[config.mk]
export PLATFORM = sky130hd
export DESIGN_NAME = trigger_window_reader
export DESIGN_NICKNAME = d
export VERILOG_FILES = /design/src/rtl/trigger_window_reader.sv
export SDC_FILE = /design/constraint.sdc
export NUM_CORES = 1
export LEC_CHECK = 0
export CAP_MARGIN = 20
export CORE_ASPECT_RATIO = 1.2
export CORE_MARGIN = 4
export CORE_UTILIZATION = 48
export DETAILED_ROUTE_END_ITERATION = 10
export PLACE_DENSITY_LB_ADDON = 0.08
export SLEW_MARGIN = 40
export SYNTH_ARGS = -nofsm -noshare
export SYNTH_HDL_FRONTEND = slang
export SYNTH_SLANG_ARGS = --single-unit
[constraint.sdc]
create_clock -name clk -period 4.2 [get_ports clk]
set_input_delay 0.42 -clock clk [delete_from_list [all_inputs] [get_ports clk]]
set_output_delay 0.42 -clock clk [all_outputs]
set_load 0.02 [all_outputs]
[src/rtl/trigger_window_reader.sv]
// Reads a pre/post-trigger window of samples out of the circular acquisition
// buffer with single-beat reads and streams them on an AXI-Stream master.

module trigger_window_reader #(
  parameter int unsigned                DATA_WIDTH      = 16,
  parameter int unsigned                MEMORY_ADDR_LEN = 32,
  parameter int unsigned                SAMPLE_BYTES    = 2,
  parameter logic [MEMORY_ADDR_LEN-1:0] BUF_BASE        = 32'h0000_1000,
  parameter int unsigned                BUF_SIZE        = 256
) (
  input  logic                       clk,
  input  logic                       rst,
  input  logic                       start,
  input  logic [MEMORY_ADDR_LEN-1:0] trigger_addr,
  input  logic [15:0]                pre_samples,
  input  logic [15:0]                post_samples,
  output logic                       busy,
  output logic                       done,
  output logic                       err,
  output logic                       rd_req,
  output logic [MEMORY_ADDR_LEN-1:0] rd_addr,
  input  logic                       rd_ready,
  input  logic                       rd_data_valid,
  input  logic [DATA_WIDTH-1:0]      rd_data,
  output logic [DATA_WIDTH-1:0]      m_axis_tdata,
  output logic                       m_axis_tvalid,
  input  logic                       m_axis_tready,
  output logic                       m_axis_tlast
);

  localparam int unsigned AW = MEMORY_ADDR_LEN;
  localparam logic [AW-1:0] SIZE_A   = AW'(BUF_SIZE);
  localparam logic [AW-1:0] STEP_A   = AW'(SAMPLE_BYTES);
  localparam logic [AW-1:0] BUF_END  = BUF_BASE + SIZE_A;
  localparam logic [AW-1:0] OFS_MASK = SIZE_A - {{(AW-1){1'b0}}, 1'b1};

  typedef enum logic [2:0] {
    S_IDLE  = 3'd0,
    S_SETUP = 3'd1,
    S_REQ   = 3'd2,
    S_WAIT  = 3'd3,
    S_FLUSH = 3'd4
  } state_t;

  state_t                state_q, state_d;
  logic [AW-1:0]         trig_q, trig_d;
  logic [15:0]           pre_q, pre_d;
  logic [15:0]           post_q, post_d;
  logic [16:0]           remaining_q, remaining_d;
  logic                  busy_q, busy_d;
  logic                  done_q, done_d;
  logic                  err_q, err_d;
  logic [AW-1:0]         rd_addr_q, rd_addr_d;
  logic [DATA_WIDTH-1:0] tdata_q, tdata_d;
  logic                  tvalid_q, tvalid_d;
  logic                  tlast_q, tlast_d;

  logic [16:0]   total_s;
  logic [AW-1:0] win_bytes_s;
  logic [AW-1:0] pre_bytes_s;
  logic [AW-1:0] offset_s;
  logic [AW-1:0] addr_inc_s;
  logic          addr_ok_s;
  logic          size_ok_s;
  logic          slot_free_s;

  assign total_s     = {1'b0, pre_q} + {1'b0, post_q};
  assign win_bytes_s = AW'(total_s) * STEP_A;
  assign pre_bytes_s = AW'(pre_q) * STEP_A;
  assign addr_ok_s   = (trig_q >= BUF_BASE) && (trig_q < BUF_END);
  assign size_ok_s   = (win_bytes_s <= SIZE_A);
  // Masking by BUF_SIZE-1 folds a window that starts below the base back into the buffer.
  assign offset_s    = (trig_q - BUF_BASE - pre_bytes_s) & OFS_MASK;
  assign addr_inc_s  = rd_addr_q + STEP_A;

  // A read may only be issued when its response is guaranteed a place in the output slot.
  assign slot_free_s = !tvalid_q || m_axis_tready;
  assign rd_req      = (state_q == S_REQ) && slot_free_s;

  assign busy          = busy_q;
  assign done          = done_q;
  assign err           = err_q;
  assign rd_addr       = rd_addr_q;
  assign m_axis_tdata  = tdata_q;
  assign m_axis_tvalid = tvalid_q;
  assign m_axis_tlast  = tlast_q;

  // Next-state and output-register computation for the window reader FSM.
  always_comb begin
    state_d     = state_q;
    trig_d      = trig_q;
    pre_d       = pre_q;
    post_d      = post_q;
    remaining_d = remaining_q;
    busy_d      = busy_q;
    done_d      = 1'b0;
    err_d       = 1'b0;
    rd_addr_d   = rd_addr_q;
    tdata_d     = tdata_q;
    tlast_d     = tlast_q;
    if (tvalid_q && m_axis_tready) begin
      tvalid_d = 1'b0;
    end else begin
      tvalid_d = tvalid_q;
    end

    case (state_q)
      S_IDLE: begin
        // A start coinciding with the done pulse belongs to the previous request.
        if (start && !done_q) begin
          trig_d  = trigger_addr;
          pre_d   = pre_samples;
          post_d  = post_samples;
          busy_d  = 1'b1;
          state_d = S_SETUP;
        end else begin
          state_d = S_IDLE;
        end
      end
      S_SETUP: begin
        if (!addr_ok_s || !size_ok_s) begin
          done_d  = 1'b1;
          err_d   = 1'b1;
          busy_d  = 1'b0;
          state_d = S_IDLE;
        end else if (total_s == 17'd0) begin
          done_d  = 1'b1;
          busy_d  = 1'b0;
          state_d = S_IDLE;
        end else begin
          rd_addr_d   = BUF_BASE + offset_s;
          remaining_d = total_s;
          state_d     = S_REQ;
        end
      end
      S_REQ: begin
        if (rd_req && rd_ready) begin
          state_d = S_WAIT;
        end else begin
          state_d = S_REQ;
        end
      end
      S_WAIT: begin
        if (rd_data_valid) begin
          tdata_d     = rd_data;
          tvalid_d    = 1'b1;
          tlast_d     = (remaining_q == 17'd1);
          remaining_d = remaining_q - 17'd1;
          if (addr_inc_s == BUF_END) begin
            rd_addr_d = BUF_BASE;
          end else begin
            rd_addr_d = addr_inc_s;
          end
          if (remaining_q > 17'd1) begin
            state_d = S_REQ;
          end else begin
            state_d = S_FLUSH;
          end
        end else begin
          state_d = S_WAIT;
        end
      end
      S_FLUSH: begin
        if (tvalid_q && m_axis_tready && tlast_q) begin
          done_d  = 1'b1;
          busy_d  = 1'b0;
          state_d = S_IDLE;
        end else begin
          state_d = S_FLUSH;
        end
      end
      default: begin
        busy_d  = 1'b0;
        state_d = S_IDLE;
      end
    endcase
  end

  // State and output registers; reset aborts any window in flight.
  always_ff @(posedge clk or posedge rst) begin
    if (rst) begin
      state_q     <= S_IDLE;
      trig_q      <= {AW{1'b0}};
      pre_q       <= 16'd0;
      post_q      <= 16'd0;
      remaining_q <= 17'd0;
      busy_q      <= 1'b0;
      done_q      <= 1'b0;
      err_q       <= 1'b0;
      rd_addr_q   <= {AW{1'b0}};
      tdata_q     <= {DATA_WIDTH{1'b0}};
      tvalid_q    <= 1'b0;
      tlast_q     <= 1'b0;
    end else begin
      state_q     <= state_d;
      trig_q      <= trig_d;
      pre_q       <= pre_d;
      post_q      <= post_d;
      remaining_q <= remaining_d;
      busy_q      <= busy_d;
      done_q      <= done_d;
      err_q       <= err_d;
      rd_addr_q   <= rd_addr_d;
      tdata_q     <= tdata_d;
      tvalid_q    <= tvalid_d;
      tlast_q     <= tlast_d;
    end
  end

endmodule

==> results of run 1 <==
[cells in the mapped netlist (7+ instances only)]
library cell / instances / area share (%)
o21ai_1: 18 / 1.1
o21a_1: 7 / 0.66
mux2_2: 74 / 10
nand4_1: 18 / 1.4
xnor2_1: 13 / 1.4
or4_1: 7 / 0.66
clkbuf_1: 33 / 1.6
a31oi_1: 12 / 0.95
nand2b_1: 13 / 1.0
and3_1: 8 / 0.63
dfrtp_1: 137 / 43
and2_1: 10 / 0.79
xor2_1: 10 / 1.1
buf_2: 9 / 0.57
nand2_1: 66 / 3.1
o21ai_0: 49 / 3.1
nor2_1: 43 / 2.0
o22ai_1: 8 / 0.63
ha_1: 26 / 4.1
a21oi_1: 52 / 3.3
inv_1: 32 / 1.5
nor4_1: 18 / 1.4
nand3_1: 27 / 1.7
nor3_1: 34 / 2.1
o211ai_1: 10 / 0.95
[through the flow]
stage	util (%)	cell area, um^2	setup slack (ns)	std cells	power [W]
6_report	62.61	10150	0.3647	1179	0.004318
5_1_grt	62.61	10150	0.1856	1179	0.004568
4_1_cts	62.61	10150	0.4041	1179	0.004350
3_5_place_dp	58.81	9532	0.4630	1147	0.002794
3_3_place_gp	58.81	9532	0.5374	1147	0.002763
2_1_floorplan	-	7944	0.1122	829	0.002459
[logic make-up after synthesis]
family | synth area share, %
DFF | 43.16
AOI/OAI and AO/OA | 16.63
buffers and inverters | 4.064
xor gates and xnor gates | 2.536
muxes | 10.74
and+or+nand+nor | 18.52
adders and majority gates | 4.347
[sequential cells by signal, summed over array words and instances (netlist names)]
signal and flops:
rd_addr 32, trig_q 32, remaining_q 17, m_axis_tdata 16
post_q 16, pre_q 16, state_q 3, busy 1
done 1, err 1, m_axis_tlast 1, m_axis_tvalid 1
[power by group through the flow]
stage / logic (W) / registers, W / clock network [W]
after global placement: 0.00120 / 0.00157 / 0
after global routing: 0.00138 / 0.00157 / 0.00162
after floorplan: 0.000911 / 0.00155 / 0
after CTS: 0.00124 / 0.00155 / 0.00156
final: 0.00123 / 0.00155 / 0.00153
after detailed placement: 0.00122 / 0.00158 / 0
[cell type report]
type | instances | area share, %
clock buffers | 21 | 4.735
clock inverters | 11 | 1.332
inverters | 32 | 1.208
multi-input cells | 612 | 41.38
flip-flops and latches | 137 | 33.79
well taps | 212 | 2.614
repair buffers | 154 | 14.94
[metal layers]
layer  global-route usage [%]  share of wire [%]
met2                    39.59                 53
met3                    4.119                4.8
met5                        0                  0
met4                    9.165                2.6
met1                    25.88                 40
[worst paths after layout]
check	slack (ns)	cells after the start	start	to
max in group asynchronous	2.94	3	rst	rd_addr[8]
min reg2reg	0.50	1	m_axis_tdata[14]	m_axis_tdata[14]
min	0.44	2	rst	m_axis_tdata[6]
min in group clk	0.50	1	m_axis_tdata[14]	m_axis_tdata[14]
max	0.36	12	pre_q[0]	remaining_q[10]
max reg2reg	0.36	12	pre_q[0]	remaining_q[10]
==> results.toml, run 1 <==
[outcome]
status = "complete, no violations"

[power]
ir_worst_vdd_v = 0.0003286
switching_share_pct = 30.78
power_frac_comb_pct = 28.5
pwr-share-clk_pct = 35.5
power.density_nw_per_um2 = 425.6
switching_power_w = 0.001329
total_leakage_power_nw = 4.091
p_int_w = 0.002989
seqPwrFrac_pct = 36.0

[place]
gp_congestion = 0.9593
dpl.hpwl_um = 15010
port_buffers = 139

[logic_synthesis]
yosysUniqueCellTypes = 74
syn_nets = 942
synth_seq_cells = 137
syn_inst = 829
synthArstFlopShare_pct = 100.0
avgSynthCellArea_um2 = 9.582
synth-main-ff-cell = "dfrtp_1"
synth_warnings = 0
synth-edff-count = 0
seq_area_frac_synth_pct = 43.16
syn-cell-area_um2 = 7944

[critical_path]
crit_arrival_ns = 4.14
critPathBufInv = 1
cp_top_family = "compound AO/OA/AOI/OAI gates"
slowest_stage = "or4_1"
crit_chain = "ha_1 > fa_1 > a21oi_1 > o221a_4 > o21bai_1 > a2111oi_0 > o221ai_1 > or4_1 > o21ai_1 > buf_4 > o21ai_0 > mux2_2"
crit_fanout = 24
critPathRequiredTime_ns = 4.50
crit_path_end_kind = "flip-flop"
crit_type = "flip-flop to flip-flop"
max_stage_delay_ns = 0.53
worstSetupStartpointType = "flip-flop"

[timing]
max_slew.worst_pin.slew_ns = 0.8207
skew_ns = 0.009400
period_minus_slack_ns = 3.835
fmax_ghz = 0.2607
drv_slew = 0
fin_crit_sh_pct = 91.32
fin_tns_setup_ns = 0
timing.hold.ws_ns = 0.4361
setup_viol = 0
timing.slew.headroom_pct = 45.29
rsz0062_at_grt = "false"
final_hold_viol_count = 0

[drt]
wl_um = 20450
drt_iter0_markers = 453
via_per_inst = 5.815
ant_nets = 0
vias = 6856
route.detailed.drc = 0
wl_per_cell_um = 17.35
first_pass_iters = 5

[final_layout]
multi_input_area_um2 = 4199
drive_gt1_share_pct = 14.58
regArea_um2 = 3428
mostFrequentLayoutCells = "clkdlybuf4s50_1, dfrtp_1, mux2_2"
diodes = 0
fillers = 1357
area_growth_pct = 27.74
fin_nets = 1067
final_common_cell = "clkdlybuf4s50_1"

[global_routing]
grt_overflow = 0
grt_start_max_net_pins = 73
antenna_found_initial = 0
grt_pass1_vias = 6943
grt_pass1_wl_um = 33940
globalRouteTotalUtil_pct = 22.05

[floorplan]
rows = 51
initial_core_util_pct = 49.01
io_pins = 140
die_x_um = 125.4
fp.coreArea_um2 = 16210
die_h_um = 148.9
die-area_um2 = 18680

[flow_run]
cap_viol_max_count = 0

[clock_tree]
root_buffer = "clkbuf_16"
cts_hold_buffers = 0
cts_setup_buffers = 0
cts_resized = 0
cts_tree = "yes"
clock_sinks = 137
cts_buffers = 17
ctsHtreeMaxLevel = 4
clk_path_buf_depth = 2
clk_pin_slew_ns = 0.06
worstSkewPairLatency_ns = 0.42

[min_path]
hold_path_class = "input port to asynchronous set/reset pin"
Note: power is estimated with default switching activity, not from simulation.
==> run 2, diff against run 1 <==
Settings changed: GPL_TIMING_DRIVEN set to 0.
==> results.toml, run 2 (synthesis gave the netlist of run 1 again) <==
[drt]
route.detailed.drc = 0
wl_um = 20990
wl_per_cell_um = 17.28
first_pass_iters = 5
ant_nets = 0
vias = 7022
drt_iter0_markers = 466
via_per_inst = 5.779

[timing]
fin_tns_setup_ns = 0
final_hold_viol_count = 0
rsz0062_at_grt = "false"
drv_slew = 0
timing.slew.headroom_pct = 49.67
max_slew.worst_pin.slew_ns = 0.7549
fmax_ghz = 0.2543
setup_viol = 0
skew_ns = 0.009752
fin_crit_sh_pct = 93.63
period_minus_slack_ns = 3.933

[power]
ir_worst_vdd_v = 0.0003183
total_power_w = 0.004431
power.density_nw_per_um2 = 428.9
total_leakage_power_nw = 4.165

[final_layout]
layout.cells.non_filler = 1215
drive_gt1_share_pct = 14.16
final_common_cell = "clkdlybuf4s50_1"
fin_nets = 1103
final_util_pct = 63.74
mostFrequentLayoutCells = "clkdlybuf4s50_1, dfrtp_1, mux2_2"
area_growth_pct = 30.05
diodes = 0

[global_routing]
globalRouteTotalUtil_pct = 23.00
antenna_found_initial = 0
grt_pass1_vias = 6945
grt_start_max_net_pins = 57
grt_pass1_wl_um = 34870
grt_overflow = 0

[critical_path]
crit_fanout = 10
worstSetupStartpointType = "flip-flop"
crit_arrival_ns = 4.21
crit_type = "flip-flop to flip-flop"
crit_path_end_kind = "flip-flop"
critPathRequiredTime_ns = 4.48
crit_path_start = "rd_addr[1]"
rr_worst_depth = 12
rr_startpoint = "rd_addr[1]"

[flow_run]
cap_viol_max_count = 0

[floorplan]
die_h_um = 148.9
die_x_um = 125.4
rows = 51
die-area_um2 = 18680
initial_core_util_pct = 49.01
io_pins = 140
fp.coreArea_um2 = 16210

[clock_tree]
root_buffer = "clkbuf_16"
cts_hold_buffers = 0
worstSkewPairLatency_ns = 0.43
ctsHtreeMaxLevel = 4
cts_tree = "yes"
clk_pin_slew_ns = 0.06
clk_path_buf_depth = 2
clock_sinks = 137
cts_buffers = 17

[place]
port_buffers = 139
place_inst = 1183
gp_congestion = 0.9110
dpl.hpwl_um = 15920

[min_path]
hold_path_class = "input port to asynchronous set/reset pin"

[outcome]
status = "complete, no violations"
==> run 2: cell types whose count changed in the layout (fill, tap and decap cells not counted), moves of 2 or more <==
cell / previous run / this run
buf_1: 0 / 4
buf_16: 0 / 2
buf_2: 0 / 10
buf_4: 14 / 1
bufinv_16: 2 / 5
clkbuf_1: 0 / 32
clkbuf_2: 0 / 2
clkbuf_8: 4 / 0
clkinv_2: 0 / 2
clkinvlp_4: 3 / 1
==> run 2: per-stage QoR <==
step / hold WS, ns / cell area, um^2 / setup slack, ns
after floorplan: 0.4717 / 7944 / 0.1122
after global placement: 0.4862 / 9600 / -2.035
after detailed placement: 0.4954 / 9674 / -0.05037
after CTS: 0.3568 / 10320 / 0.1172
after global routing: 0.3686 / 10330 / 0.03066
final: 0.3577 / 10330 / 0.2675
==> run 2: power breakdown <==
group	leakage, nW	total, W	switching (W)	internal [W]
registers	1.66	0.00155	0.0000853	0.00146
logic	2.19	0.00123	0.000647	0.000583
clock network	0.315	0.00165	0.000595	0.00106
total	4.17	0.00443	0.00133	0.00310
==> run 2: layer usage <==
layer  share of wire, %  track usage, %  vias up  routed length, um
met2                 52           41.68      206              10980
met3                5.1           4.191       38               1070
met1                 40           27.77     3402               8477
met4                2.2           7.104        0                469
met5                  0               0        -                  0
li1                   -               -     3376                  -
==> run 2: repair_timing <==
| action | CTS | global route |
|---|---|---|
| buffers inserted | 0 | 0 |
| pin swaps | 0 | 0 |
| setup endpoints to repair | 10 | 28 |
| gates resized for setup | 1 | 4 |
==> run 2: layout make-up <==
type,count,area (um^2)
plain buffers,48,205.2
flip-flops and latches,137,3428
multi-input cells,612,4204
clock buffers,18,429.2
fillers,1390,5877
inverters,32,127.6
repair buffers,142,1451
well taps,212,265.3
clock inverters,14,220.2
==> run 2: worst paths after layout <==
check / to / slack [ns]
hold / removal: m_axis_tdata[5] / 0.36
max in group asynchronous: trig_q[6] / 2.98
min in group clk: m_axis_tdata[0] / 0.50
setup reg to reg: rd_addr[5] / 0.27
hold reg to reg: m_axis_tdata[0] / 0.50
setup / recovery: rd_addr[5] / 0.27
==> run 2: critical path, cell delays in order (launching register included) <==
cell and delay, ns:
dfrtp_1 0.51, ha_1 0.34, and4_1 0.21, clkbuf_1 0.32
nand3_1 0.25, o21a_1 0.24, nor4_1 0.36, o2111ai_1 0.22
a2111oi_4 0.64, nor2_2 0.17, buf_2 0.25, a21oi_1 0.18
o22ai_1 0.10
==> run 3, diff against run 2 <==
Settings changed: PLACE_DENSITY set to 0.76, PLACE_DENSITY_LB_ADDON 0.08 to not set.
==> results.toml, run 3 (synthesis gave the netlist of run 1 again) <==
[outcome]
status = "complete, no violations"

[timing]
final_hold_viol_count = 0
fin_tns_setup_ns = 0
setup_viol = 0
timing.slew.headroom_pct = 48.43
max_slew.worst_pin.slew_ns = 0.7665
fmax_ghz = 0.2533
skew_ns = 0.009135
period_minus_slack_ns = 3.948
drv_slew = 0
fin_crit_sh_pct = 94.01

[place]
port_buffers = 139
dpl.hpwl_um = 15460
placed_area_um2 = 9647
gp_congestion = 0.9406

[drt]
drt_iter0_markers = 503
ant_nets = 0
wl_um = 20880
first_pass_iters = 5
via_per_inst = 5.764
wl_per_cell_um = 17.20
vias = 6997
route.detailed.drc = 0

[global_routing]
grt_pass1_wl_um = 34040
grt_overflow = 0
grt_pass1_vias = 6913
globalRouteTotalUtil_pct = 22.35
grt_start_max_net_pins = 73
antenna_found_initial = 0

[floorplan]
rows = 51
die_x_um = 125.4
fp.coreArea_um2 = 16210
io_pins = 140
die_h_um = 148.9
die-area_um2 = 18680
initial_core_util_pct = 49.01

[clock_tree]
root_buffer = "clkbuf_16"
worstSkewPairLatency_ns = 0.43
clk_pin_slew_ns = 0.06
cts_tree = "yes"
ctsHtreeMaxLevel = 4
clock_sinks = 137
cts_buffers = 17
clk_path_buf_depth = 2
cts_hold_buffers = 0

[min_path]
hold_path_class = "input port to asynchronous set/reset pin"

[flow_run]
cap_viol_max_count = 0

[critical_path]
worstSetupStartpointType = "flip-flop"
rr_startpoint = "pre_q[0]"
crit_arrival_ns = 4.23
rrSetupSlack_ns = 0.25
crit_fanout = 10
critPathRequiredTime_ns = 4.48
r2r-end = "rd_addr[4]"
crit_type = "flip-flop to flip-flop"
crit_path_end_kind = "flip-flop"
rr_worst_depth = 14

[power]
ir_worst_vdd_v = 0.0002733
power.density_nw_per_um2 = 424.9
total_leakage_power_nw = 4.136

[final_layout]
final_common_cell = "clkdlybuf4s50_1"
area_growth_pct = 29.42
drive_gt1_share_pct = 14.17
stdcell_area_um2 = 10280
multi_input_area_um2 = 4209
mostFrequentLayoutCells = "clkdlybuf4s50_1, dfrtp_1, mux2_2"
fin_nets = 1102
regArea_um2 = 3428
diodes = 0
fillers = 1374
## run 3: final cells by class
type	instances	share of cell area (%)
Multi-Input combinational cell	612	40.94
Sequential cell	137	33.35
Timing Repair Buffer	141	13.85
Clock buffer	18	4.272
Tap cell	212	2.580
Buffer	48	1.984
Clock inverter	14	1.789
Inverter	32	1.241
## run 3: worst max path at each step
stage,cells past startpoint,slack [ns],start,to
after floorplan,1,0.11,rst,busy
after global placement,2,-1.84,rst,rd_addr[15]
after detailed placement,12,-0.05,pre_q[0],remaining_q[0]
after CTS,13,0.06,pre_q[0],remaining_q[3]
after global routing,14,-0.02,post_q[0],rd_addr[4]
final,14,0.25,pre_q[0],rd_addr[4]
## run 3: stage by stage
step	utilization, %	hold WS [ns]	cells	total power [W]	setup WS (ns)
2_1_floorplan	-	0.4717	829	0.002459	0.1122
3_3_place_gp	59.23	0.4852	1180	0.002753	-1.835
3_5_place_dp	59.52	0.4889	1182	0.002783	-0.04615
4_1_cts	63.37	0.4453	1214	0.004387	0.05636
5_1_grt	63.43	0.4577	1214	0.004612	-0.01921
6_report	63.43	0.4331	1214	0.004369	0.2516
## run 3: timing repair
item	4_1_cts	5_1_grt
setup endpoints to repair	10	43
hold endpoints to repair	0	0
pin swaps	0	1
gates resized for setup	1	4
buffers inserted	0	0
## run 3: metal layers
metal	GRT usage [%]	vias to the layer above	wire, um
met5	0	-	0
met4	8.514	0	445
met3	5.301	40	1359
met2	39.88	246	10750
met1	26.05	3340	8316
li1	-	3371	-
## run 3: worst max-delay path, stage by stage, from the launching register on
cell,delay (ns)
dfrtp_1,0.41
ha_1,0.23
fa_1,0.42
a21oi_1,0.23
o221a_4,0.26
o21bai_1,0.11
a2111oi_2,0.42
o221ai_1,0.20
or4_1,0.40
buf_2,0.18
o21a_1,0.18
buf_6,0.14
clkbuf_1,0.26
o21ai_0,0.24
o21ai_1,0.11
## run 3: power breakdown
group	internal [W]	switching, W	total (W)
logic	0.000584	0.000649	0.00123
registers	0.00146	0.0000893	0.00155
clock network	0.000963	0.000621	0.00158
